===== src/rtl/microwave_pkg.sv =====
// Shared state encodings and BCD constants for the microwave cooking-cycle sequencer.
package microwave_pkg;

    localparam logic [2:0] IDLE    = 3'd0;
    localparam logic [2:0] ENTRY   = 3'd1;
    localparam logic [2:0] COOKING = 3'd2;
    localparam logic [2:0] PAUSED  = 3'd3;
    localparam logic [2:0] DONE    = 3'd4;

    localparam int unsigned DigitW = 4;

    localparam logic [DigitW-1:0] MaxDigit   = 4'd9;
    localparam logic [DigitW-1:0] MaxSecTens = 4'd5;

    typedef logic [DigitW-1:0] bcd_t;

    typedef enum logic [2:0] {
        StIdle    = IDLE,
        StEntry   = ENTRY,
        StCooking = COOKING,
        StPaused  = PAUSED,
        StDone    = DONE
    } state_e;

endpackage


===== src/rtl/bcd_mmss_counter.sv =====
// Four-digit MM:SS BCD register with clear, keypad shift-in and countdown decrement.
module bcd_mmss_counter
    import microwave_pkg::*;
(
    input  logic clk_i,
    input  logic rst_ni,
    input  logic clear_i,
    input  logic shift_i,
    input  logic dec_i,
    input  bcd_t digit_i,
    output bcd_t min_tens_o,
    output bcd_t min_ones_o,
    output bcd_t sec_tens_o,
    output bcd_t sec_ones_o,
    output logic zero_o,
    output logic next_zero_o
);

    bcd_t min_tens_q, min_ones_q, sec_tens_q, sec_ones_q;
    bcd_t min_tens_d, min_ones_d, sec_tens_d, sec_ones_d;

    assign zero_o      = (min_tens_q == '0) && (min_ones_q == '0) &&
                         (sec_tens_q == '0) && (sec_ones_q == '0);
    assign next_zero_o = (min_tens_q == '0) && (min_ones_q == '0) &&
                         (sec_tens_q == '0) && (sec_ones_q == 4'd1);

    always_comb begin
        min_tens_d = min_tens_q;
        min_ones_d = min_ones_q;
        sec_tens_d = sec_tens_q;
        sec_ones_d = sec_ones_q;
        if (clear_i) begin
            min_tens_d = '0;
            min_ones_d = '0;
            sec_tens_d = '0;
            sec_ones_d = '0;
        end else if (shift_i) begin
            min_tens_d = min_ones_q;
            min_ones_d = sec_tens_q;
            sec_tens_d = sec_ones_q;
            sec_ones_d = digit_i;
        end else if (dec_i && !zero_o) begin
            // Borrow chain; seconds wrap 00 -> 59, entered 60..99 still count down digit-wise.
            if (sec_ones_q != '0) begin
                sec_ones_d = sec_ones_q - 4'd1;
            end else begin
                sec_ones_d = MaxDigit;
                if (sec_tens_q != '0) begin
                    sec_tens_d = sec_tens_q - 4'd1;
                end else begin
                    sec_tens_d = MaxSecTens;
                    if (min_ones_q != '0) begin
                        min_ones_d = min_ones_q - 4'd1;
                    end else begin
                        min_ones_d = MaxDigit;
                        min_tens_d = min_tens_q - 4'd1;
                    end
                end
            end
        end
    end

    always_ff @(posedge clk_i or negedge rst_ni) begin
        if (!rst_ni) begin
            min_tens_q <= '0;
            min_ones_q <= '0;
            sec_tens_q <= '0;
            sec_ones_q <= '0;
        end else begin
            min_tens_q <= min_tens_d;
            min_ones_q <= min_ones_d;
            sec_tens_q <= sec_tens_d;
            sec_ones_q <= sec_ones_d;
        end
    end

    assign min_tens_o = min_tens_q;
    assign min_ones_o = min_ones_q;
    assign sec_tens_o = sec_tens_q;
    assign sec_ones_o = sec_ones_q;

endmodule


===== src/rtl/microwave_controller.sv =====
// Cooking-cycle sequencer: input edge detection, IDLE/ENTRY/COOKING/PAUSED/DONE FSM, done timer.
module microwave_controller
    import microwave_pkg::*;
#(
    parameter int unsigned DONE_SECONDS = 3
) (
    input  logic       clk,
    input  logic       resetn,
    input  logic       loadn,
    input  logic [3:0] D,
    input  logic       pgt_1Hz,
    input  logic       startn,
    input  logic       stopn,
    input  logic       door_closed,
    output logic       mag_on,
    output logic       done,
    output logic [3:0] min_tens,
    output logic [3:0] min_ones,
    output logic [3:0] sec_tens,
    output logic [3:0] sec_ones,
    output logic [2:0] state
);

    state_e     state_q, state_d;
    logic [3:0] done_cnt_q, done_cnt_d;
    logic       loadn_q, pgt_q, startn_q, stopn_q;
    logic       mag_on_q, done_q;

    logic digit_ev, tick_ev, start_ev, stop_ev;
    logic clr, shift, dec, zero, next_zero;

    // Out-of-range key codes never count as a digit event.
    assign digit_ev = loadn_q & ~loadn & (D <= MaxDigit);
    assign tick_ev  = ~pgt_q & pgt_1Hz;
    assign start_ev = startn_q & ~startn;
    assign stop_ev  = stopn_q & ~stopn;

    always_comb begin
        state_d    = state_q;
        done_cnt_d = done_cnt_q;
        clr        = 1'b0;
        shift      = 1'b0;
        dec        = 1'b0;
        unique case (state_q)
            StIdle: begin
                if (digit_ev) begin
                    shift   = 1'b1;
                    state_d = StEntry;
                end
            end
            StEntry: begin
                if (stop_ev) begin
                    clr     = 1'b1;
                    state_d = StIdle;
                end else begin
                    shift = digit_ev;
                    if (start_ev && door_closed && !zero) state_d = StCooking;
                end
            end
            StCooking: begin
                if (stop_ev || !door_closed) begin
                    state_d = StPaused;
                end else if (tick_ev) begin
                    dec = 1'b1;
                    if (next_zero) begin
                        state_d    = StDone;
                        done_cnt_d = '0;
                    end
                end
            end
            StPaused: begin
                if (stop_ev) begin
                    clr     = 1'b1;
                    state_d = StIdle;
                end else if (start_ev && door_closed) begin
                    state_d = StCooking;
                end
            end
            StDone: begin
                if (stop_ev) begin
                    state_d    = StIdle;
                    done_cnt_d = '0;
                end else if (tick_ev) begin
                    if (done_cnt_q == 4'(DONE_SECONDS - 1)) begin
                        state_d    = StIdle;
                        done_cnt_d = '0;
                    end else begin
                        done_cnt_d = done_cnt_q + 4'd1;
                    end
                end
            end
            default: state_d = StIdle;
        endcase
    end

    // Previous-value registers reset to the inactive level so reset release is event-free.
    always_ff @(posedge clk or negedge resetn) begin
        if (!resetn) begin
            state_q    <= StIdle;
            done_cnt_q <= '0;
            loadn_q    <= 1'b1;
            pgt_q      <= 1'b1;
            startn_q   <= 1'b1;
            stopn_q    <= 1'b1;
            mag_on_q   <= 1'b0;
            done_q     <= 1'b0;
        end else begin
            state_q    <= state_d;
            done_cnt_q <= done_cnt_d;
            loadn_q    <= loadn;
            pgt_q      <= pgt_1Hz;
            startn_q   <= startn;
            stopn_q    <= stopn;
            mag_on_q   <= (state_d == StCooking);
            done_q     <= (state_d == StDone);
        end
    end

    bcd_mmss_counter u_counter (
        .clk_i       (clk),
        .rst_ni      (resetn),
        .clear_i     (clr),
        .shift_i     (shift),
        .dec_i       (dec),
        .digit_i     (D),
        .min_tens_o  (min_tens),
        .min_ones_o  (min_ones),
        .sec_tens_o  (sec_tens),
        .sec_ones_o  (sec_ones),
        .zero_o      (zero),
        .next_zero_o (next_zero)
    );

    assign mag_on = mag_on_q;
    assign done   = done_q;
    assign state  = state_q;

endmodule


===== config.mk =====
export PLATFORM = sky130hd
export DESIGN_NAME = microwave_controller
export DESIGN_NICKNAME = d
export VERILOG_FILES = /design/src/rtl/microwave_pkg.sv /design/src/rtl/bcd_mmss_counter.sv /design/src/rtl/microwave_controller.sv
export SDC_FILE = /design/constraint.sdc
export NUM_CORES = 1
export LEC_CHECK = 0
export CAP_MARGIN = 20
export CORE_ASPECT_RATIO = 1.1
export CORE_UTILIZATION = 25
export DETAILED_ROUTE_END_ITERATION = 8
export GPL_TIMING_DRIVEN = 0
export SLEW_MARGIN = 20
export SYNTH_ARGS = -nofsm -noshare
export SYNTH_HDL_FRONTEND = slang
export SYNTH_SLANG_ARGS = --single-unit

===== constraint.sdc =====
create_clock -name clk -period 2.7 [get_ports clk]
set_input_delay 0.81 -clock clk [delete_from_list [all_inputs] [get_ports clk]]
set_output_delay 0.81 -clock clk [all_outputs]
set_load 0.05 [all_outputs]

After elaboration in Yosys (flattened, before gate mapping):

Cells that the tools add are included.

* $add $sub $neg: 5
* magnitude comparators: 1
* eq/ne operators: 15
* muxes and demuxes: 48
* bitwise operators: 9
* reductions and logical operators: 25

Operator list (count)
* $mux W4: 27
* $mux W3: 11
* $logic_not A4 Y1: 4
* $sub A4 B1 Y4 const B: 4
* $pmux W3 S5: 1
* $ne A3 B3 Y1 const B: 4
* $reduce_bool A4 Y1: 3
* $eq A3 B2 Y1 const B: 3
* $pmux W4 S2: 1
* $logic_and A1 B1 Y1: 7
* $mux W1: 7
* $eq A3 B3 Y1 const B: 2
* $ne A2 B2 Y1 const B: 3
* $and A1 B1 Y1: 5
* $reduce_and A5 Y1: 1
* $add A4 B1 Y4 const B: 1
* $eq A4 B1 Y1 const B: 1
* $eq A4 B2 Y1 const B: 1
* $le A4 B4 Y1 const B: 1
* $not A1 Y1: 4
* $reduce_and A4 Y1: 1
* $eq A3 B1 Y1 const B: 1
* $logic_not A3 Y1: 1
* $reduce_and A3 Y1: 1
* other kinds (7): 8

* register bits: 29
* input bits: 11
* output and inout bits: 21
* logic and storage cells: 115

Logic depth before layout (Yosys ltp):

* word-level depth: 10
* mapped depth: 7
* gate-level depth less buffers: 7

Cells and area by module:

A second synthesis with hierarchy kept.

* cells, all modules: 185
* area total of the unflattened synthesis: 1707.9 um^2

By module, submodules not included
* bcd_mmss_counter: instances 1, cells each 117, area an instance 1008.5 um^2, sequential area each 400.4 um^2
* microwave_controller: instances 1, cells each 68, area an instance 699.4 um^2, sequential area each 330.3 um^2

Worst setup path before layout:

No wires, ideal clock.

* path type: input port to flip-flop
* start: input port loadn
* end: register u_counter.sec_ones_q[1] (netlist: u_counter.sec_ones_o[1])
* library setup time: 0.125 ns
* data arrival time: 2.249 ns
* data required time: 2.575 ns
* slack: 0.327 ns
* cell stages on the path: 6
* buffers on the path: 2
* cell sequence: or4b_1 buf_4 nor3_4 buf_4 o31ai_1 mux2_2

* longest elaborated chain between the ends: 7
* elaborated cells between the ends (all ways): 9
* those cells by class: mux: 5; bitwise: 3; reduce/logical: 1

RTL lines
* from (decl): RTL line microwave_controller.sv:9 `input logic loadn,`
* $not A1 Y1 *: RTL line microwave_controller.sv:33 `assign digit_ev = loadn_q & ~loadn & (D <= MaxDigit);`
* $and A1 B1 Y1 * (2 in series): RTL line microwave_controller.sv:33
* $mux W1, on equally long branches: RTL line microwave_controller.sv:52, microwave_controller.sv:46
* $pmux W1 S2 *: RTL line microwave_controller.sv:44 `unique case (state_q)`
* $mux W4: RTL line bcd_mmss_counter.sv:37 `end else if (shift_i) begin`
* $mux W4: RTL line bcd_mmss_counter.sv:32 `if (clear_i) begin`
* to (signal assigned): RTL line bcd_mmss_counter.sv:73 `sec_ones_q <= sec_ones_d;`
* to (decl): RTL line bcd_mmss_counter.sv:19 `bcd_t min_tens_q, min_ones_q, sec_tens_q, sec_ones_q;`

Every way passes the cells marked *; elsewhere a longest branch is shown, timed or not.
A chain may end at the register's enable or synchronous reset.

Worst setup path after layout:

Ends and elaborated chain as after synthesis.

==> flow_summary_export.csv <==
group,metric,value,unit
synth,ys_ff_latch,29,
clocking,cts_tree,"yes",
placement,port_buffers,31,
synth,synth_edf_count,0,
synth,synth_cells,206,
setup_path,worstPathArrival,2740,ps
outcome,violations,"DRC",
floorplanning,die_area,7990,um2
synth,yosysUniqueCellTypes,67,
synth,synth-xor-area-share,0.00459,
setup_path,cp_max_fo,10,
floorplanning,dieWidth,85.3,um
clocking,clock_latency,290,ps
global_routing,grt_max_degree,30,
finish,layout.cells.non_filler,337,
floorplanning,row_count,33,
finish,antenna_cells,0,
synth,async_flop_share,1.00,
global_routing,grt_pass1_vias,1662,
synth,synth_compound_area_frac,0.212,
finish,finish.utilization,0.333,
outcome,status,"finished with violations",
placement,placed_cells,324,
floorplanning,fp.dieH,93.6,um
placement,dp_hpwl,3.55,mm
placement,routabilityCongestion,0.837,
floorplanning,initial_utilization,0.257,
global_routing,grt_pass1_wl,8.18,mm
synth,synthesis.nets,221,
timing,finClkSkew,5.11,ps
timing,period_share,0.949,
synth,ys.flop_type,"dfrtp_1",
job,drv_cap,0,
timing,worst_slew_pin_slew,689,ps
routing,vias,1792,
synth,yosys-top-cells-area,"dfrtp_1 (33%), dfstp_2 (5.5%), a21oi_1 (3.4%)",
synth,synth_top_family_by_area,"simple AND/OR/NAND/NOR gates",
global_routing,antenna_found_initial,0,
synth,yosysWarnings,0,
pwr,peakVddDrop,0.262,mV
synth,seq_area_frac_synth,0.383,
clocking,cts-root-buf,"clkbuf_8",
timing,slew_headroom,0.541,
synth,yosys.area.top_type_share,0.328,
clocking,postCtsHoldBufs,0,
global_routing,grt-ovfl-total,0,
clocking,clkTransAtPathRegs,70,ps
synth,syn_avg_cell_area,9.26,um2
routing,ant_nets,0,
finish,synthToLayoutAreaGrowth,29.7,%
routing,drt_first_pass_iters,6,
synth,syn_area,1910,um2
routing,wl_per_cell,15.0,um
timing,fin_ws,138,ps
clocking,htree_levels,2,
floorplanning,io_pins,32,
synth,yosys.area_share.simple,0.294,
clocking,cts.sinks,29,
timing,timing.fmax,390,MHz
setup_path,start_kind,"input pin",
finish,layout-drive-gt1-share,0.204,
timing,maxSlewViolCount,0,
setup_path,critPathCaptureType,"flop",
finish,fin_nets,264,
routing,routed_via_density,5.32,
timing,setup_viol,0,
placement,preCtsSetupSlack,-305,ps
floorplanning,core,7430,um2
routing,finalWirelength,5.07,mm
pwr,p_leak,0.997,nW
setup_path,crit_required,2880,ps
routing,drc,2,
pwr,power_density,1150,nW/um2
global_routing,grtUsageTotal,0.133,
clocking,max-clock-path-buffers,2,
timing,rsz0062_at_grt,"false",
setup_path,crit_type,"input pin to flop",
synth,synthMuxAreaShare,0.0341,
synth,yosysTopAreaCell,"dfrtp_1",
timing,finalCriticalPeriod,2560,ps
hold_path,hp-class,"flop to flop",
clocking,numCtsBuffers,5,
routing,drtIter0Drc,110,
timing,hold_viol_final,0,
timing,setup-tns-final,0,ps
synth,synth_fa_ha_area_frac,0.0262,
-- layout by cell type, fill, tap and decap left out, types with 4 or more instances in the layout --
master	synthesis	routed
nand3_1	11	11
dfrtp_1	25	25
nor3_1	7	7
nor4_1	6	5
a21oi_1	13	13
buf_4	3	8
o21ai_0	9	9
clkdlybuf4s50_1	0	30
dfstp_2	4	4
inv_1	8	8
o31ai_1	4	4
nand2_1	16	16
or4_1	5	5
ha_1	4	4
nor2_1	15	15
clkbuf_8	0	7
-- flip-flops by register name, summed over array words and instances, names as in the netlist --
register	cells
done_cnt_q	4
u_counter.min_ones_o	4
u_counter.min_tens_o	4
u_counter.sec_ones_o	4
u_counter.sec_tens_o	4
state	3
done	1
loadn_q	1
mag_on	1
pgt_q	1
startn_q	1
stopn_q	1
-- cells in the mapped netlist (all sizes together) (2+ instances only) --
cell type / n
or4: 5
nand2b: 2
a211o: 3
dfrtp: 25
or3: 3
and3: 2
ha: 4
or2: 2
clkbuf: 4
or4b: 2
o21a: 3
o31ai: 4
nand2: 16
nand4: 3
nor3b: 4
mux2: 4
a21o: 2
buf: 6
a211oi: 2
nor4: 6
o21ai: 9
a31oi: 2
nand3: 11
nand3b: 2
dfstp: 4
nor3: 9
or3b: 3
nor2: 15
and2b: 2
a31o: 3
inv: 8
a2111oi: 2
a21oi: 15
mux2i: 2
-- worst max-delay path, stage by stage --
cell             delay [ps]
clkdlybuf4s50_1         410
or4b_1                  460
buf_4                   180
nor3_4                  270
buf_4                   250
o31ai_1                  90
mux2_2                  270
-- repair_timing --
| action | 4_1_cts | 5_1_grt |
|---|---|---|
| buffers inserted | 0 | 5 |
| resized for setup | 0 | 2 |
| endpoints found under the setup margin | 0 | 14 |
-- per-stage QoR --
stage / hold slack (ps) / power, mW / instance area, um2
after global routing: 527 / 3.02 / 2470
after CTS: 506 / 2.83 / 2420
after global placement: 491 / 2.39 / 2330
after floorplan: 466 / 1.93 / 1910
after detailed placement: 491 / 2.41 / 2320
final: 498 / 2.85 / 2470
-- cell families (layout without fill, tap and decap cells) --
| kind of cell | after synthesis | after routing |
|---|---|---|
| flops | 29 | 29 |
| compound gates | 56 | 56 |
| xor+xnor | 1 | 1 |
| simple gates | 92 | 92 |
| mux | 6 | 6 |
| buf+inv | 18 | 62 |
| fa+ha+maj | 4 | 4 |
-- routing by layer --
layer,up-vias,routed length [um],track usage
met2,55,2380,0.222
met4,0,95,0.0583
met5,-,0,0
met1,864,2360,0.166
li1,865,-,-
met3,8,231,0.0282
-- path summary, 6_finish.rpt --
kind	start	slack [ps]	endpoint	cells after the start
setup / recovery	loadn	140	u_counter.sec_ones_o[1]	7
hold / removal	done_cnt_q[3]	500	done_cnt_q[3]	1
setup reg to reg	u_counter.min_ones_o[1]	380	done_cnt_q[0]	6
hold reg to reg	done_cnt_q[3]	500	done_cnt_q[3]	1
max in group asynchronous	resetn	1700	done_cnt_q[0]	1
min in group asynchronous	resetn	550	u_counter.min_tens_o[1]	1
-- layout make-up --
type | count | area [um2]
Inverter | 8 | 30.0
Clock inverter | 1 | 5.00
Timing Repair Buffer | 36 | 343
Sequential cell | 29 | 731
Tap cell | 87 | 109
Fill cell | 770 | 4960
Buffer | 10 | 58.8
Multi-Input combinational cell | 159 | 1100
Clock buffer | 7 | 96.3
-- power breakdown --
group          internal [mW]  switching, mW  total, mW
clock                  0.230          0.185      0.416
sequential             0.567          0.168      0.735
combinational          0.650           1.05       1.70
total                   1.45           1.40       2.85
No activity file was read; power rests on OpenSTA's default activity.
